[src/rtl/ffd_sync_debounce.sv]
// N-channel input conditioner: STAGES-deep synchroniser, per-channel debounce
// counter and registered one-cycle RISE/FALL strobes, all on CLK.
module ffd_sync_debounce #(
   parameter int N          = 1,
   parameter int STAGES     = 2,
   parameter int DEB_CYCLES = 4
) (
   input  logic         CLK,
   input  logic         RST,
   input  logic         EN,
   input  logic [N-1:0] D,
   output logic [N-1:0] Q,
   output logic [N-1:0] RISE,
   output logic [N-1:0] FALL
);

   localparam int CW = (DEB_CYCLES > 1) ? $clog2(DEB_CYCLES) : 1;
   localparam logic [CW-1:0] CNT_MAX = CW'(DEB_CYCLES - 1);

   logic [STAGES-1:0][N-1:0] sync;
   logic [N-1:0]             y;
   logic [N-1:0][CW-1:0]     cnt;

   // Free-running shift chain; only the last stage is ever observed.
   always_ff @(posedge CLK or posedge RST) begin
      if (RST) begin
         sync <= '0;
      end else begin
         sync <= {sync[STAGES-2:0], D};
      end
   end

   assign y = sync[STAGES-1];

   // A new level must persist for DEB_CYCLES enabled samples before Q accepts it.
   always_ff @(posedge CLK or posedge RST) begin
      if (RST) begin
         Q    <= '0;
         cnt  <= '0;
         RISE <= '0;
         FALL <= '0;
      end else begin
         RISE <= '0;
         FALL <= '0;
         if (EN) begin
            for (int i = 0; i < N; i++) begin
               if (y[i] == Q[i]) begin
                  cnt[i] <= '0;
               end else if (cnt[i] == CNT_MAX) begin
                  Q[i]    <= y[i];
                  cnt[i]  <= '0;
                  RISE[i] <= y[i];
                  FALL[i] <= ~y[i];
               end else begin
                  cnt[i] <= cnt[i] + CW'(1);
               end
            end
         end
      end
   end

endmodule

[config.mk]
export PLATFORM = sky130hd
export DESIGN_NAME = ffd_sync_debounce
export DESIGN_NICKNAME = d
export VERILOG_FILES = /design/src/rtl/ffd_sync_debounce.sv
export SDC_FILE = /design/constraint.sdc
export NUM_CORES = 1
export LEC_CHECK = 0
export CORE_AREA = 3 3 40 42
export CTS_CLUSTER_DIAMETER = 120
export DETAILED_ROUTE_END_ITERATION = 8
export DIE_AREA = 0 0 43 45
export PLACE_DENSITY = 0.48
export SETUP_SLACK_MARGIN = 0.15
export SYNTH_ARGS = -nofsm -noshare
export SYNTH_HDL_FRONTEND = slang
export SYNTH_SLANG_ARGS = --single-unit
export TNS_END_PERCENT = 5
[constraint.sdc]
create_clock -name CLK -period 1.15 [get_ports CLK]
set_input_delay 0.1725 -clock CLK [delete_from_list [all_inputs] [get_ports CLK]]
set_output_delay 0.1725 -clock CLK [all_outputs]
set_load 0.005 [all_outputs]
# [Word level (Yosys, flattened, before mapping)]
# Index checks and enable logic that the tools add are counted.
[word_totals] regBits=7 input_bits=4 output_inout_bits=3 memories=0 word_cells=20 ram_bits=0 mem_bits_ro=0 latchBits=0
[op_classes] bitwise_logic=2 multipliers=0 reduce_logical=1 n_shift=0 mux=8 div=0 n_eq_ne=2 magnitude_cmp=0 addsub=1
[op_table] op="2-to-1 mux 1 bit" count=6
[op_table] op="2-to-1 mux 2 bit" count=2
[op_table] op="AND reduction 3 bit" count=1
[op_table] op="adder 2 x 1 -> 2 bit (second input constant)" count=1
[op_table] op="== test 2 bit (second input constant)" count=1
[op_table] op="inverter 1 bit" count=2
[op_table] op="== test 1 bit" count=1

# [Longest topological paths before layout]
# Gate-level depths: netlist (run 1).
[depth] ltp_word=4 depth_mapped=3 ltp_nobuf=3

# [Worst setup path before layout (run 1)]
# OpenSTA, ideal clock, no wires.
[synth_path] kind="reg-to-reg" from="register cnt[0] (netlist name)" to="register Q" n_path_buf=0 setup_ns=0.125 period_less_slack_ns=1.109 required_ns=1.025 slack_ns=0.041 arrival_ns=0.984 stages_incl_launch_ff=4 cell_sequence="dfrtp_1 ha_1 nand2_1 mux2_2"
[synth_via] elab_chain_len=2
[synth_rtl] item="from (decl)" line="22" rtl="logic [N-1:0][CW-1:0] cnt;"
[synth_rtl] item="from (signal, indexed assignment)" line="55" rtl="cnt[i] <= cnt[i] + CW'(1);"
[synth_rtl] item="== test 2 bit" line="49" rtl="end else if (cnt[i] == CNT_MAX) begin"
[synth_rtl] item="AND reduction 3 bit (no line)"
[synth_rtl] item="to (signal, indexed assignment)" line="50" rtl="Q[i] <= y[i];"
[synth_rtl] item="to (decl)" line="12" rtl="output logic [N-1:0] Q,"
# Every way passes these cells.
# A chain may end at the register's enable or synchronous reset.

# [Final worst setup path (run 1)]
[layout_path] from="register cnt[1] (netlist name)" to="register cnt[0] (netlist name)"
[layout_via] elab_chain_len=3
[layout_rtl] item="== test 2 bit" line="49"
[layout_rtl] item="2-to-1 mux 2 bit" line="49"
[layout_rtl] item="2-to-1 mux 2 bit" line="47" rtl="if (y[i] == Q[i]) begin"
# Every way passes these cells.

==> impl_results.md, run 1 <==
- Fmax: 0.897 GHz
- Worst-Margin Slew: 255 ps
- Vias in the first global route: 201
- Post-DP Area: 354 µm²
- Setup Crit Path Kind: reg2reg
- 1st-iter DRT viols: 3
- Sequential area share after synthesis: 0.667
- Critical Path AT: 1280 ps
- Clk pwr share: 0.263
- Static Leak: 0.180 nW
- Most common cell after layout, fill and taps aside: dfrtp_1
- CTS Sinks: 7
- Hold Crit Class: in2async
- Initial core utilization: 0.204
- Yosys Warn Count: 0
- Reg clk slew, reported paths: 50 ps
- Int Power: 0.593 mW
- Psw: 0.216 mW
- H-tree depth: 1
- Netlist cell types: 9
- Final HPWL DP: 322 µm
- Nature of the critical path endpoint: register
- Sw Ratio: 0.267
- Hold Slack: 147 ps
- Min Clock Period, post-route: 1110 ps
- #FFs+latches synth: 7
- FP Rows: 13
- Antenna violations before repair: 0
- Ratio of cells with drive above 1 in the final layout: 0.344
- Cells after synthesis: 20
- Combinational Power Share: 0.320
- Antenna-violating nets left: 0
- Global router's overall resource usage: 0.0606
- Final setup margin: 35.1 ps
- Pin count of the biggest net entering global routing: 8
- Power consumption: 0.809 mW
- Fin. Hold Viols: 0
- Worst reg2reg endpoint: cnt[0]
- Port bufs: 6
- Peak VDD IR: 0.854 mV
- R2R Setup Slk: 40 ps
- Post-Syn Nets: 25
- Origin of the critical flop-to-flop path: cnt[1]
- Commonest non-fill, non-tap cells in the layout: dfrtp_1 (7), inv_1 (3), clkbuf_4 (3), clkdlybuf4s50_1 (3), clkbuf_2 (3)
- Final period utilization: 0.969
- Total iterations of the first detailed-routing run: 4
- Setup Viol. Count Final: 0
- DP Worst Slack: -147 ps
- Mean Syn Cell Area: 13.1 µm²
- GPL Wtd Cong: 0.664
- Area grow syn2layout: 43.3%
- Yosys top cell area share: 0.667
- Core box area: 1280 µm²
- Final instance area: 377 µm²
- Routed wire per std cell: 9.23 µm
- Root Buffer: clkbuf_4
- Clock Latency Late Sink: 250 ps
- Relative slew slack: 0.830
- Final slew viol count: 0
- DRC: 0
- Hold_buf cts: 0
- Synth area leader: dfrtp_1
- Worst setup SP type: register
- Via count: 180
- Crit. Startpoint: cnt[1]
- Inserted Clock Buffers: 3
- Setup TNS: 0 ps
- CTS tree: yes
- Antenna cells: 0
- Vias per Instance: 3.83
- GRT overflow: 0
- First-pass GRT wire length: 765 µm
- Clk_skew: 6.05 ps
- Final WL: 434 µm
- Synth Cell Area: 263 µm²
- Run status: finished clean
- Die ar.: 1940 µm²
- RSZ-0062 raised after global routing: yes
- Top cells by area, synth: dfrtp_1 (67%), nor3b_1 (5.7%), ha_1 (4.8%)
- Fin nets: 38
- Clk buf depth: 2
- Seq pwr share: 0.417
- Req. time, crit path: 1320 ps
- Register-to-Register Path Depth: 3
- Die Y: 45 µm
- Max Cap Viol: 0
- Chip width: 43 µm
- Pwr/cell area: 2150 nW/µm²
- Worst-path maximum fanout: 2
- Io pins: 7
[sequential cells by signal, summed over array words and instances, names as in the netlist]
name and count:
cnt 2, y 1, Q 1, FALL 1, sync 1, RISE 1
[Yosys cell counts]
library cell,count
dfrtp_1,7
inv_1,3
mux2_2,1
ha_1,1
nand2_1,2
o22ai_1,2
xnor2_1,1
or3b_1,1
nor3b_1,2
[power groups by stage]
| stage | Clock [mW] | Combinational, mW | Sequential [mW] |
|---|---|---|---|
| final | 0.213 | 0.259 | 0.337 |
| after global routing | 0.242 | 0.291 | 0.346 |
| after CTS | 0.227 | 0.254 | 0.337 |
| after detailed placement | 0 | 0.240 | 0.346 |
| after global placement | 0 | 0.229 | 0.340 |
| after floorplan | 0 | 0.125 | 0.352 |
[critical path, cell delays in order, from the launching register on]
cell	delay [ps]
dfrtp_1	380
ha_2	200
or3b_1	350
o22ai_1	110
[final cells by class]
cell class              instances  area (µm²)
clock buffers                   4        26.3
fillers                       138         908
inverters                       3        11.3
multi-input cells              10        85.1
flip-flops and latches          7         175
well taps                      15        18.8
repair buffers                  8        60.1
[routing by layer]
layer	GRT usage	vias to the layer above	part of all wire
met4	0.0361	0	0
met5	0	-	0
met3	0.0598	0	0.088
li1	-	89	-
met1	0.0546	83	0.44
met2	0.0868	8	0.47
[timing repair]
item,CTS,global route
hold endpoints to repair,0,0
endpoints found under the setup margin,5,5
buffers inserted,1,0
resized for setup,3,7
[stage by stage]
stage,std cells,util
final,47,0.293
after global routing,47,0.293
after CTS,47,0.299
after detailed placement,42,0.276
after global placement,42,0.276
after floorplan,20,-
[worst max-delay path by stage]
stage,to
6_report,cnt[0]
4_1_cts,cnt[0]
3_5_place_dp,cnt[0]
2_1_floorplan,cnt[0]
5_1_grt,cnt[0]
3_3_place_gp,cnt[0]
[cells by family (layout without fill, tap and decap cells)]
family | count (synthesis) | in the layout | synth area share
XOR/XNOR | 1 | 1 | 0.0333
flip-flops | 7 | 7 | 0.667
multiplexers | 1 | 1 | 0.0429
AO/OA/AOI/OAI | 2 | 2 | 0.0476
adder cells (fa/ha/maj) | 1 | 1 | 0.0476
AND/OR/NAND/NOR | 5 | 5 | 0.119
buffers and inverters | 3 | 15 | 0.0429
Note: power is estimated with default switching activity, not from simulation.
==> run 2: changes to the inputs <==
Settings changed: ABC_AREA set to 0.
==> results of run 2 <==
Same layout as run 1: the final DEF is identical, and so are final timing and power.
==> run 3: changes to the inputs <==
Settings changed: ABC_AREA 0 to 1, GPL_ROUTABILITY_DRIVEN set to 1, PLACE_DENSITY 0.48 to 0.49.
==> run 3 against run 2 <==
Worst hold slack worse by 2.8 ps; area after synthesis rose by 4.3%; clock-buffer cell count unchanged; setup slack better by 120 ps; via count is 24% higher; maximum frequency is 12% higher; non-clock buffer count down 1; largest cell class unchanged.
==> impl_results.md, run 3 <==
- Antenna-violating nets left: 0 (unchanged)
- Delay-heaviest family, CP: flip-flops
- Fin nets: 44 (+16%)
- Run status: finished clean
- First-pass GRT wire length: 917 µm (+20%)
- Synth area leader: dfrtp_1
- WP buf/inv: 1 (+1)
- Io pins: 7 (unchanged)
- Critical-path top delay cell: dfrtp_1
- Power consumption: 0.773 mW (-4.5%)
- Area grow syn2layout: 42.0%
- Clk buf depth: 2 (unchanged)
- 1st-iter DRT viols: 2 (-1)
- Synth Cell Area: 274 µm² (+4.3%)
- Placed cell count: 49 (+17%)
- Top cells by area, synth: dfrtp_1 (64%), nand2_1 (8.2%), ha_1 (4.6%)
- Ratio of cells with drive above 1 in the final layout: 0.237 (-0.107)
- Pwr/cell area: 1990 nW/µm² (-7.5%)
- R2R Setup Slk: 180 ps (+140 ps)
- Most common cell after layout, fill and taps aside: dfrtp_1
- Worst-path maximum fanout: 2 (unchanged)
- Critical path depth in cells: 1 (-2)
- Final Util: 0.303 (+0.00974)
- Origin of the critical flop-to-flop path: cnt[0]
- Chip width: 43 µm (unchanged)
- Setup bufs post-CTS: 0 (-1)
- Largest register FFs: 2 (unchanged)
- GPL Wtd Cong: 0.682 (+2.7%)
- Commonest non-fill, non-tap cells in the layout: dfrtp_1 (7), nand2_1 (6), clkbuf_4 (3), clkdlybuf4s50_1 (3), clkdlybuf4s15_1 (3)
- Via count: 223 (+24%)
- Setup Crit Path Kind: reg2out
- Sequential area share after synthesis: 0.639 (-0.0274)
- Port bufs: 6 (unchanged)
- Fin. Hold Viols: 0 (unchanged)
- Pin count of the biggest net entering global routing: 8 (unchanged)
- Peak VDD IR: 0.512 mV (-40%)
- Die Y: 45 µm (unchanged)
- Initial core utilization: 0.213 (+0.00876)
- Critical Path AT: 820 ps (-460 ps)
- Mean Syn Cell Area: 10.1 µm² (-23%)
- Post-Syn Nets: 32 (+28%)
- Clk_skew: 3.41 ps (-2.64 ps)
- Total iterations of the first detailed-routing run: 3 (-1)
- Vias per Instance: 4.21 (+9.9%)
- Netlist cell types: 10 (+1)
- Antenna cells: 0 (unchanged)
- Nature of the critical path endpoint: output pin
- GRT overflow: 0 (unchanged)
- Commonest cells in the netlist: dfrtp_1 (7), nand2_1 (6)
- Hold Crit Class: in2async
- Global router's overall resource usage: 0.0715 (+0.0109)
- Setup TNS: 0 ps (unchanged)
- Most numerous cell in the Yosys netlist: dfrtp_1
- Final instance area: 389 µm² (+3.3%)
- #FFs+latches synth: 7 (unchanged)
- Ys async rst share: 1.00 (unchanged)
- Yosys top cell area share: 0.639 (-0.0274)
- Max incr delay on CP: 370 ps (about the same)
- FP Rows: 13 (unchanged)
- Core box area: 1280 µm² (unchanged)
- Final WL: 509 µm (+17%)
- Final slew viol count: 0 (unchanged)
- Worst setup SP type: register
- Cells after synthesis: 27 (+35%)
- Reg area: 175 µm² (unchanged)
- Worst-Margin Slew: 265 ps (+10.4 ps)
- Setup Viol. Count Final: 0 (unchanged)
- Largest Register: cnt
- DRC: 0 (unchanged)
- Yosys Warn Count: 0 (unchanged)
- Clock Latency Late Sink: 250 ps (about the same)
- Fmax: 1.00 GHz (+12%)
- CTS tree: yes
- Static Leak: 0.191 nW (+5.7%)
- RSZ-0062 raised after global routing: yes
- Max Cap Viol: 0 (unchanged)
- Worst reg2reg endpoint: Q
- Top_reg_cell synth: dfrtp_1
- Worst path cell trace: clkdlybuf4s15_1
- Reg clk slew, reported paths: 50 ps (about the same)
- Relative slew slack: 0.823 (-0.00697)
- Multi-input gate area: 86.3 µm² (+1.5%)
- Vias in the first global route: 249 (+24%)
- Inserted Clock Buffers: 3 (unchanged)
- Req. time, crit path: 980 ps (-340 ps)
- Die ar.: 1940 µm² (unchanged)
- H-tree depth: 1 (unchanged)
- Register-to-Register Path Depth: 4 (+1)
- Finished Layout Cells: 53 (+13%)
- Final period utilization: 0.865 (-0.104)
- Root Buffer: clkbuf_4
- Antenna violations before repair: 0 (unchanged)
- Post-synth EDFFs: 0 (unchanged)
- Min Clock Period, post-route: 995 ps (-120 ps)
- Filler instances: 143 (+3.6%)
- Routed wire per std cell: 9.60 µm (+4.0%)
- CTS Sinks: 7 (unchanged)
- Post-DP Area: 360 µm² (+1.8%)
==> run 3: cell count changes after synthesis, sizes merged <==
cell	change
a31oi	+1
nor3b	-2
nor2	+4
nand3	+2
mux2	-1
xnor2	-1
nand2	+4
or3b	-1
o22ai	-2
inv	+1
nand4	+2
==> run 3: cell type report <==
class / instances / area share
sequential: 7 / 0.450
inverter: 4 / 0.0386
multi-input combinational: 16 / 0.222
clock buffer: 4 / 0.0675
tap: 15 / 0.0482
timing repair buffer: 7 / 0.174
==> run 3: how the worst max path moves through the flow <==
stage            from  slack (ps)      to
2_1_floorplan  cnt[0]         200       Q
3_3_place_gp       EN          60       Q
3_5_place_dp       EN          40       Q
4_1_cts          FALL         110    FALL
5_1_grt        cnt[0]         120  cnt[0]
6_report            Q         150       Q
==> run 3: metrics by stage <==
step | hold WS (ps) | setup WS (ps)
after floorplan | -24.1 | 203
after global placement | 335 | 58.0
after detailed placement | 342 | 35.9
after CTS | 150 | 112
after global routing | 173 | 117
final | 144 | 155
==> run 3: timing repair <==
action | CTS | global route
hold buffers | 0 | 0
setup endpoints to repair | 4 | 6
cloned | 0 | 0
resized for setup | 5 | 2
endpoints found under the hold margin | 0 | 0
==> run 3: where the power goes <==
part           total, mW  internal [mW]  leakage, nW  switching, mW
registers          0.332          0.299       0.0890         0.0333
logic              0.216          0.109       0.0865          0.107
clock network      0.225          0.133       0.0150         0.0926
==> run 3: metal layers <==
layer  wire [µm]  up-vias  GRT usage
met5           0        -          0
met4          25        0      0.108
met3          34        4     0.0239
met2         260        7      0.117
met1         188      104     0.0546
li1            -      108          -
==> run 3: kinds of logic (layout without fill, tap and decap cells) <==
group                      after synthesis  count (layout)  synth area share
buffers and inverters                    4              15            0.0548
and+or+nand+nor                         14              14             0.237
adders and majority gates                1               1            0.0457
AOI/OAI and AO/OA                        1               1            0.0228
DFF                                      7               7             0.639
